<file path="config.mk">
export PLATFORM = sky130hd
export DESIGN_NAME = traffic_phase_ctrl
export DESIGN_NICKNAME = d
export VERILOG_FILES = /design/src/rtl/traffic_phase_ctrl_pkg.sv /design/src/rtl/traffic_phase_ctrl_tick_gen.sv /design/src/rtl/traffic_phase_ctrl.sv
export SDC_FILE = /design/constraint.sdc
export NUM_CORES = 1
export LEC_CHECK = 0
export CAP_MARGIN = 20
export CORE_MARGIN = 2
export CORE_UTILIZATION = 50
export CTS_CLUSTER_SIZE = 14
export DETAILED_ROUTE_END_ITERATION = 7
export PLACE_DENSITY = 0.75
export REMOVE_ABC_BUFFERS = 1
export SETUP_SLACK_MARGIN = 0.5
export SLEW_MARGIN = 20
export SYNTH_ARGS = -nofsm -noshare
export SYNTH_HDL_FRONTEND = slang
export SYNTH_HIERARCHICAL = 1
export SYNTH_SLANG_ARGS = --single-unit
</file>
<file path="constraint.sdc">
create_clock -name clk -period 6.4 [get_ports clk]
set_clock_uncertainty 0.2 [all_clocks]
set_input_delay 0.64 -clock clk [delete_from_list [all_inputs] [get_ports clk]]
set_output_delay 0.64 -clock clk [all_outputs]
set_load 0.03 [all_outputs]
</file>
<file path="src/rtl/traffic_phase_ctrl_pkg.sv">
// Shared light codes, state codes and decode helper for the intersection controller.
package traffic_phase_ctrl_pkg;

    localparam int ST_W = 4;

    typedef enum logic [ST_W-1:0] {
        ST_A_GRN  = 4'd0,
        ST_A_Y1   = 4'd1,
        ST_A_LEFT = 4'd2,
        ST_A_Y2   = 4'd3,
        ST_B_GRN  = 4'd4,
        ST_B_Y1   = 4'd5,
        ST_B_LEFT = 4'd6,
        ST_B_Y2   = 4'd7,
        ST_FLASH  = 4'd8
    } state_e;

    localparam logic [1:0] LT_RED  = 2'b00;
    localparam logic [1:0] LT_GRN  = 2'b01;
    localparam logic [1:0] LT_RGT  = 2'b10;
    localparam logic [1:0] LT_LEFT = 2'b11;

    // Car light of the running axis from the low two state bits (GRN/Y1/LEFT/Y2).
    function automatic logic [1:0] car_code(input logic [1:0] sub);
        case (sub)
            2'd0:    car_code = LT_GRN;
            2'd2:    car_code = LT_LEFT;
            default: car_code = LT_RGT;
        endcase
    endfunction

endpackage

</file>
<file path="src/rtl/traffic_phase_ctrl_tick_gen.sv">
// Tick divider: one tick every TICK_DIV enabled clocks; frozen while disabled.
module traffic_tick_gen #(
    parameter int TICK_DIV = 1,
    parameter int CNT_W    = 7
) (
    input  logic clk,
    input  logic rst_n,
    input  logic i_en,
    input  logic i_clr,
    output logic o_tick
);

    logic [CNT_W-1:0] div_q, div_d;
    logic             wrap;

    assign wrap   = (div_q == CNT_W'(TICK_DIV - 1));
    assign o_tick = i_en & wrap;

    always_comb begin
        div_d = div_q;
        if (i_clr) begin
            div_d = '0;
        end else if (i_en) begin
            div_d = wrap ? '0 : div_q + CNT_W'(1);
        end
    end

    always_ff @(posedge clk or negedge rst_n) begin
        if (!rst_n) begin
            div_q <= '0;
        end else begin
            div_q <= div_d;
        end
    end

endmodule

</file>
<file path="src/rtl/traffic_phase_ctrl.sv">
// Two-axis intersection controller: car phase FSM, ped request latching, night flash.
//
// state     | meaning
// A_GRN     | axis A green, B peds may walk
// A_Y1      | axis A right/yellow before left turn
// A_LEFT    | axis A left-turn arrow
// A_Y2      | axis A right/yellow before switching to B
// B_*       | same four phases for axis B, A peds may walk
// FLASH     | night flash, both axes blink yellow
module traffic_phase_ctrl
    import traffic_phase_ctrl_pkg::*;
#(
    parameter int T_GREEN  = 20,
    parameter int T_YEL    = 2,
    parameter int T_LEFT   = 10,
    parameter int T_WALK   = 14,
    parameter int T_FLASH  = 6,
    parameter int PED_AUTO = 1,
    parameter int TICK_DIV = 1,
    parameter int CNT_W    = 7
) (
    input  logic             clk,
    input  logic             rst_n,
    input  logic             i_start,
    input  logic             i_flash,
    input  logic [1:0]       i_ped_req,
    output logic [1:0]       o_car_a,
    output logic [1:0]       o_car_b,
    output logic [1:0]       o_ped_a,
    output logic [1:0]       o_ped_b,
    output logic [ST_W-1:0]  o_state,
    output logic [CNT_W-1:0] o_axis_cnt
);

    localparam int T_AXIS = T_GREEN + 2 * T_YEL + T_LEFT;
    localparam logic [CNT_W-1:0] C_Y1    = CNT_W'(T_GREEN);
    localparam logic [CNT_W-1:0] C_LEFT  = CNT_W'(T_GREEN + T_YEL);
    localparam logic [CNT_W-1:0] C_Y2    = CNT_W'(T_GREEN + T_YEL + T_LEFT);
    localparam logic [CNT_W-1:0] C_LAST  = CNT_W'(T_AXIS - 1);
    localparam logic [CNT_W-1:0] C_WALK  = CNT_W'(T_WALK);
    localparam logic [CNT_W-1:0] C_PFLSH = CNT_W'(T_WALK + T_FLASH);
    localparam logic             PA      = (PED_AUTO != 0);

    state_e           state_q, state_d;
    logic [CNT_W-1:0] cnt_q, cnt_d, cnt_inc;
    logic [1:0]       req_lat_q, req_lat_d;
    logic [1:0]       grant_q, grant_d;
    logic             blink_q, blink_d;
    logic             tick, div_clr;
    logic [1:0]       ped_code;

    traffic_tick_gen #(
        .TICK_DIV (TICK_DIV),
        .CNT_W    (CNT_W)
    ) u_tick_gen (
        .clk    (clk),
        .rst_n  (rst_n),
        .i_en   (i_start),
        .i_clr  (div_clr),
        .o_tick (tick)
    );

    always_ff @(posedge clk or negedge rst_n) begin
        if (!rst_n) begin
            state_q   <= ST_A_GRN;
            cnt_q     <= '0;
            req_lat_q <= '0;
            grant_q   <= {PA, 1'b0};
            blink_q   <= 1'b0;
        end else begin
            state_q   <= state_d;
            cnt_q     <= cnt_d;
            req_lat_q <= req_lat_d;
            grant_q   <= grant_d;
            blink_q   <= blink_d;
        end
    end

    assign cnt_inc = cnt_q + CNT_W'(1);

    // Grant index k is the ped group about to walk: [0] A peds (B running), [1] B peds.
    always_comb begin
        state_d   = state_q;
        cnt_d     = cnt_q;
        req_lat_d = req_lat_q | i_ped_req;
        grant_d   = grant_q;
        blink_d   = blink_q;
        div_clr   = 1'b0;
        if (i_flash && state_q != ST_FLASH) begin
            state_d = ST_FLASH;
            cnt_d   = '0;
            blink_d = 1'b0;
        end else if (!i_flash && state_q == ST_FLASH) begin
            state_d      = ST_A_GRN;
            cnt_d        = '0;
            div_clr      = 1'b1;
            grant_d[1]   = PA | req_lat_q[1] | i_ped_req[1];
            req_lat_d[1] = 1'b0;
        end else if (tick) begin
            if (state_q == ST_FLASH) begin
                blink_d = ~blink_q;
            end else if (cnt_q == C_LAST) begin
                cnt_d = '0;
                if (state_q[2]) begin
                    state_d      = ST_A_GRN;
                    grant_d[1]   = PA | req_lat_q[1] | i_ped_req[1];
                    req_lat_d[1] = 1'b0;
                end else begin
                    state_d      = ST_B_GRN;
                    grant_d[0]   = PA | req_lat_q[0] | i_ped_req[0];
                    req_lat_d[0] = 1'b0;
                end
            end else begin
                cnt_d = cnt_inc;
                if (cnt_inc == C_Y1 || cnt_inc == C_LEFT || cnt_inc == C_Y2) begin
                    state_d = state_e'(state_q + 4'd1);
                end
            end
        end
    end

    always_comb begin
        ped_code = LT_RED;
        if (cnt_q < C_WALK) begin
            ped_code = LT_GRN;
        end else if (cnt_q < C_PFLSH) begin
            ped_code = {1'b0, cnt_q[0]};
        end
    end

    always_comb begin
        o_car_a    = LT_RED;
        o_car_b    = LT_RED;
        o_ped_a    = LT_RED;
        o_ped_b    = LT_RED;
        o_state    = state_q;
        o_axis_cnt = cnt_q;
        if (state_q == ST_FLASH) begin
            o_car_a = {blink_q, 1'b0};
            o_car_b = {blink_q, 1'b0};
        end else if (!state_q[2]) begin
            o_car_a = car_code(state_q[1:0]);
            o_ped_b = grant_q[1] ? ped_code : LT_RED;
        end else begin
            o_car_b = car_code(state_q[1:0]);
            o_ped_a = grant_q[0] ? ped_code : LT_RED;
        end
    end

endmodule

</file>
### Yosys cells after proc, flatten, opt, wreduce, memory -nomap -nowiden

Cells that the tools add are included.

| operators by class | value |
|---|---|
| add/sub/neg operators | 3 |
| magnitude comparators | 2 |
| equality and inequality tests | 10 |
| mux-type cells | 40 |
| bitwise operators | 6 |
| reduce and logical (&&, ||, !) cells | 20 |

Operators by type and width:

| cell | count |
|---|---|
| $mux W7 | 8 |
| $mux W2 | 13 |
| $mux W4 | 6 |
| $add A7 B1 Y7 const B | 2 |
| $eq A7 B5 Y1 const B | 2 |
| $eq A7 B6 Y1 const B | 2 |
| $reduce_bool A2 Y1 | 6 |
| $mux W1 | 11 |
| $logic_not A7 Y1 | 1 |
| $lt A7 B4 Y1 const B | 1 |
| $lt A7 B5 Y1 const B | 1 |
| $reduce_and A3 Y1 | 2 |
| $reduce_and A6 Y1 | 1 |
| $not A1 Y1 | 5 |
| $reduce_and A5 Y1 | 1 |
| $add A4 B1 Y4 const B | 1 |
| $eq A4 B4 Y1 const B | 1 |
| $ne A2 B2 Y1 const B | 2 |
| $ne A4 B4 Y1 const B | 1 |
| $pmux W2 S2 | 1 |
| $reduce_bool A4 Y1 | 1 |
| $mux W3 | 1 |
| $ne A3 B3 Y1 const B | 1 |
| $reduce_bool A3 Y1 | 1 |
| 7 further kinds | 9 |

| storage, ports and cells | value |
|---|---|
| bits in registers | 21 |
| input bits | 6 |
| output and inout bits | 19 |
| logic and storage cells | 87 |

### Logic depth before layout (Yosys ltp)

| logic depth | value |
|---|---|
| depth after elaboration | 10 |
| mapped depth | 12 |
| gate-level depth less buffers | 11 |

### Modules after synthesis

The synthesis kept the hierarchy.

Modules (own cells, without submodules):

| module | times used | cells each | area each (um2) | sequential area each (um2) |
|---|---|---|---|---|
| traffic_phase_ctrl | 1 | 133 | 1158.6 | 351.6 |
| traffic_tick_gen | 1 | 42 | 419.2 | 175.2 |

### Worst setup path before layout

Ideal clock, no wire load.

| timing path | value |
|---|---|
| kind | register to register |
| from | register state_q[0], in the netlist o_state[0] |
| to | register cnt_q[6], in the netlist o_axis_cnt[6] |
| arrival time | 2.631 ns |
| data required time | 6.096 ns |
| setup slack | 3.466 ns |
| stages on the path, launching flop included | 13 |
| clock period less this slack | 2.934 ns |
| path through | dfrtp_1 > inv_1 > ha_1 > nand3_2 > inv_2 > ha_1 > or2_2 > clkbuf_1 > or3b_1 > buf_2 > o21ai_0 > nand2_1 > o41ai_2 |

| between the ends | value |
|---|---|
| longest elaborated chain between the ends | 4 |
| elaborated cells on any way between the ends | 9 |
| classes of those cells | 3 x eq/ne; 2 x mux; 4 x reduce/logical |

RTL lines:

| element | RTL line | text |
|---|---|---|
| start, declared | traffic_phase_ctrl.sv:44 | `state_e state_q, state_d;` |
| start signal, assigned | traffic_phase_ctrl.sv:71 | `state_q <= state_d;` |
| $ne A4 B4 Y1 or $eq A4 B4 Y1 (tied branches) | traffic_phase_ctrl.sv:89, traffic_phase_ctrl.sv:93, traffic_phase_ctrl.sv:100 |  |
| $logic_and A1 B1 Y1 (on tied branches) | traffic_phase_ctrl.sv:89, traffic_phase_ctrl.sv:93 |  |
| $ne A3 B3 Y1 (no line) (tied with other cells) | - |  |
| $reduce_and A2 Y1 (no line) or $mux W7 (tied branches) | - |  |
| end signal, assigned | traffic_phase_ctrl.sv:72 | `cnt_q <= cnt_d;` |
| end, declared | traffic_phase_ctrl.sv:45 | `logic [CNT_W-1:0] cnt_q, cnt_d, cnt_inc;` |

Parallel ways exist; a longest one is shown, timed or not.
A chain may end at the register's enable or synchronous reset.

### Final worst setup path

| timing path | value |
|---|---|
| from | register state_q[0], in the netlist o_state[0] |
| to | output port o_car_b[1] |

| between the ends | value |
|---|---|
| longest elaborated chain between the ends | 4 |
| elaborated cells on any way between the ends | 6 |
| classes of those cells | 2 x eq/ne; 3 x mux; 1 x reduce/logical |

RTL lines:

| element | RTL line | text |
|---|---|---|
| $eq A2 B2 Y1 or $logic_not A2 Y1 (tied branches) | traffic_phase_ctrl_pkg.sv:25 | `case (sub)` |
| $pmux W2 S2 | traffic_phase_ctrl_pkg.sv:25 |  |
| $mux W2 | traffic_phase_ctrl.sv:141 | `end else if (!state_q[2]) begin` |
| $mux W2 * | traffic_phase_ctrl.sv:138 | `if (state_q == ST_FLASH) begin` |
| end, declared | traffic_phase_ctrl.sv:28 | `output logic [1:0] o_car_b,` |

Every way passes the cells marked *; elsewhere a longest branch is shown, timed or not.

==> flow_summary.toml <==
[yosys]
synth_top_family_by_area = "simple AND/OR/NAND/NOR gates"
synth_area_sq_um = 1580
yosys_warnings = 6
synthFlopType = "dfrtp_1"
ys_ff_latch = 21
yosysTopAreaCell = "dfrtp_1"
netlist.area_leader.share_pct = 31.7
synth_cell_types = 55
synth_compound_area_share_pct = 20.2
syn_inst = 175
avgSynthCellArea_sq_um = 9.02
synth_simple_gate_area_share_pct = 22.4
synth_edf_count = 0
muxShareOfSynthArea_pct = 3.81
yosysSeqAreaShare_pct = 33.4
synth_xor_area_share_pct = 3.33
synthTopCellsByArea = "dfrtp_1 32%, ha_1 10%, o21ai_0 4.4%"
async_flop_share_pct = 100
synth_fa_ha_area_share_pct = 10.3

[power]
switching_share_pct = 49.3
power_density_nw_per_um2 = 388
switchingPower_mw = 0.345
p_leak_nw = 0.772
ir_drop_mv = 0.211
sequentialPowerShare_pct = 28.8
p_int_mw = 0.355
total_power_mw = 0.699
combinationalPowerShare_pct = 61.5
clockPowerShare_pct = 9.7

[critical_path]
arrival_ps = 2320
crit_start = "o_state[0]"
required_ps = 5560
ff2ff_path_depth = 11
r2r-start = "o_state[0]"
cp.depth = 7
r2r_setup_slack_ps = 3260
cpPeakStageDelay_ps = 690
r2r_end = "o_state[0]"
crit_path_cell_trace = "inv_1 > ha_1 > nand3_2 > inv_2 > nand2_1 > o21ai_0 > clkdlybuf4s50_1"
slowest_stage = "clkdlybuf4s50_1"
setup.worst_path.end = "o_car_b[1]"
end_kind = "output port"
critPathKind = "flip-flop to output port"
start_kind = "flip-flop"
path_buf_inv = 3
crit_fanout = 6
critPathTopFamily = "buffers and inverters"

[sta]
tightest_slew_ps = 943
fin_crit_ps = 3160
tns_ps = 0
min_period_over_period_pct = 49.4
max_freq_ghz = 0.316
holdWs_ps = 283
setup_violations = 0
maxSlewHeadroom_pct = 36.9
rsz0062_at_grt = "no"
hold_viol_final = 0
slew_viol_final = 0

[clock_network]
cts_tree = "done"
post-cts-setup-buffers = 0
clockBufferDepth = 2
clock-root-buffer = "clkbuf_4"
htree_levels = 1
cts.sinks = 21
cts_made_buffers = 3
clk_pin_slew_ps = 130
cts-hold-fix-buffers = 0
clock_latency_ps = 310
cts_resized = 0

[worst_hold_path]
hp-class = "flip-flop to flip-flop"

[job]
drv_cap = 0

[global_routing]
track_usage_pct = 20.3
grt_max_degree = 22
grt_pass1_wl_um = 5550
overflow = 0
antenna_found_initial = 0
grt_pass1_vias = 1265

[final_layout]
fin_nets = 210
n_fill_cell = 272
insertedDiodeCount = 0
drive_gt1_share_pct = 9.47
area_growth_pct = 14.4

[routing]
firstDrtPassIters = 4
num_vias = 1313
ant_nets = 0
route.detailed.drc = 0
wl_per_cell_um = 14.0
routed_wl_um = 3280
drt-initial-drc-count = 109
via_per_inst = 5.61

[floorplan]
dieHeight_um = 60.2
initial_core_util_pct = 52.1
fp-row-count = 20
die_w_um = 60.2
design.die.area_sq_um = 3620
core-area_sq_um = 3030
ios = 25

[placement]
io_buffer_count = 20
gp_congestion = 0.823
dp_hpwl_um = 2460

[outcome]
status = "finished, final reports clean"
-- logic make-up after synthesis --
family | count (synthesis)
AND/OR/NAND/NOR | 63
AO/OA/AOI/OAI | 45
flip-flops | 21
buffers and inverters | 21
adder cells (fa/ha/maj) | 13
XOR/XNOR | 6
multiplexers | 5
other | 1
-- per-layer routing --
metal | vias up | wire length, um | track usage (%)
met2 | 21 | 1570 | 33.7
li1 | 654 | - | -
met5 | - | 0 | 0
met1 | 633 | 1540 | 26.5
met4 | 0 | 42 | 7.62
met3 | 5 | 116 | 2.81
-- cell usage after synthesis (2+ instances only) --
cell type   n
dfrtp_1    20
nor2_1     16
o21ai_0    14
ha_1       13
nand2_1    13
inv_1       9
a21oi_1     7
nand2b_1    6
buf_2       5
nand3_1     5
nor3_1      5
xnor2_1     4
mux2i_1     3
o211ai_1    3
a211oi_1    2
and3_1      2
buf_4       2
clkbuf_1    2
inv_2       2
mux2_4      2
o21ai_1     2
o311ai_1    2
o31ai_1     2
or3_1       2
xor2_1      2
-- power by group through the flow --
stage / clock network, mW / registers (mW) / logic [mW]
after floorplan: 0 / 0.230 / 0.262
after global placement: 0 / 0.202 / 0.417
after detailed placement: 0 / 0.204 / 0.430
after CTS: 0.0687 / 0.201 / 0.432
after global routing: 0.0740 / 0.207 / 0.472
final: 0.0676 / 0.202 / 0.430
-- how the worst min path moves through the flow --
stage / start / to / slack, ps / depth (start not counted)
2_1_floorplan: rst_n / blink_q / 140 / 0
3_3_place_gp: grant_q[0] / grant_q[0] / 250 / 1
3_5_place_dp: grant_q[0] / grant_q[0] / 260 / 1
4_1_cts: grant_q[0] / grant_q[0] / 280 / 1
5_1_grt: grant_q[1] / grant_q[1] / 320 / 1
6_report: grant_q[0] / grant_q[0] / 280 / 1
-- registers in the layout, indices dropped and copies added, names as in the netlist --
name              flops
blink_q               1
grant_q               2
o_state               4
u_tick_gen/div_q      7
o_axis_cnt            7
-- cell usage in the layout, fill, tap and decap left out, types with 3 or more instances in the layout --
cell type / netlist / routed
dfrtp_1: 20 / 20
clkdlybuf4s50_1: 0 / 20
nor2_1: 16 / 16
o21ai_0: 14 / 14
nand2_1: 13 / 13
ha_1: 13 / 13
inv_1: 9 / 9
a21oi_1: 7 / 7
nand2b_1: 6 / 6
nand3_1: 5 / 5
nor3_1: 5 / 5
xnor2_1: 4 / 4
mux2i_1: 3 / 3
o211ai_1: 3 / 3
clkbuf_4: 0 / 3
-- metrics by stage --
step                setup slack (ps)  util (%)  instances  cell area (sq um)
global placement                3160      58.7        230               1780
finish                          3240      59.6        234               1800
global route                    3010      59.6        234               1800
detailed placement              3100      58.7        230               1780
CTS                             3240      59.6        234               1800
floorplan                       3450         -        166               1520
-- final cells by class --
| class | count | area, sq um | share of cell area (%) |
|---|---|---|---|
| Sequential cell | 21 | 527 | 29.2 |
| Inverter | 11 | 41.3 | 2.29 |
| Timing Repair Buffer | 20 | 200 | 11.1 |
| Clock buffer | 4 | 26.3 | 1.46 |
| Multi-Input combinational cell | 134 | 955 | 52.9 |
| Tap cell | 44 | 55.1 | 3.05 |
-- worst reg2reg max path, stage by stage (launching register included) --
cell and delay (ps):
dfrtp_1 460, inv_1 130, ha_1 310, nand3_2 160
inv_2 130, ha_1 460, or2_2 290, nor2_1 60
nor2_1 140, nand3_1 120, o21ai_2 270, mux2_4 340
No activity file was read; power rests on OpenSTA's default activity.
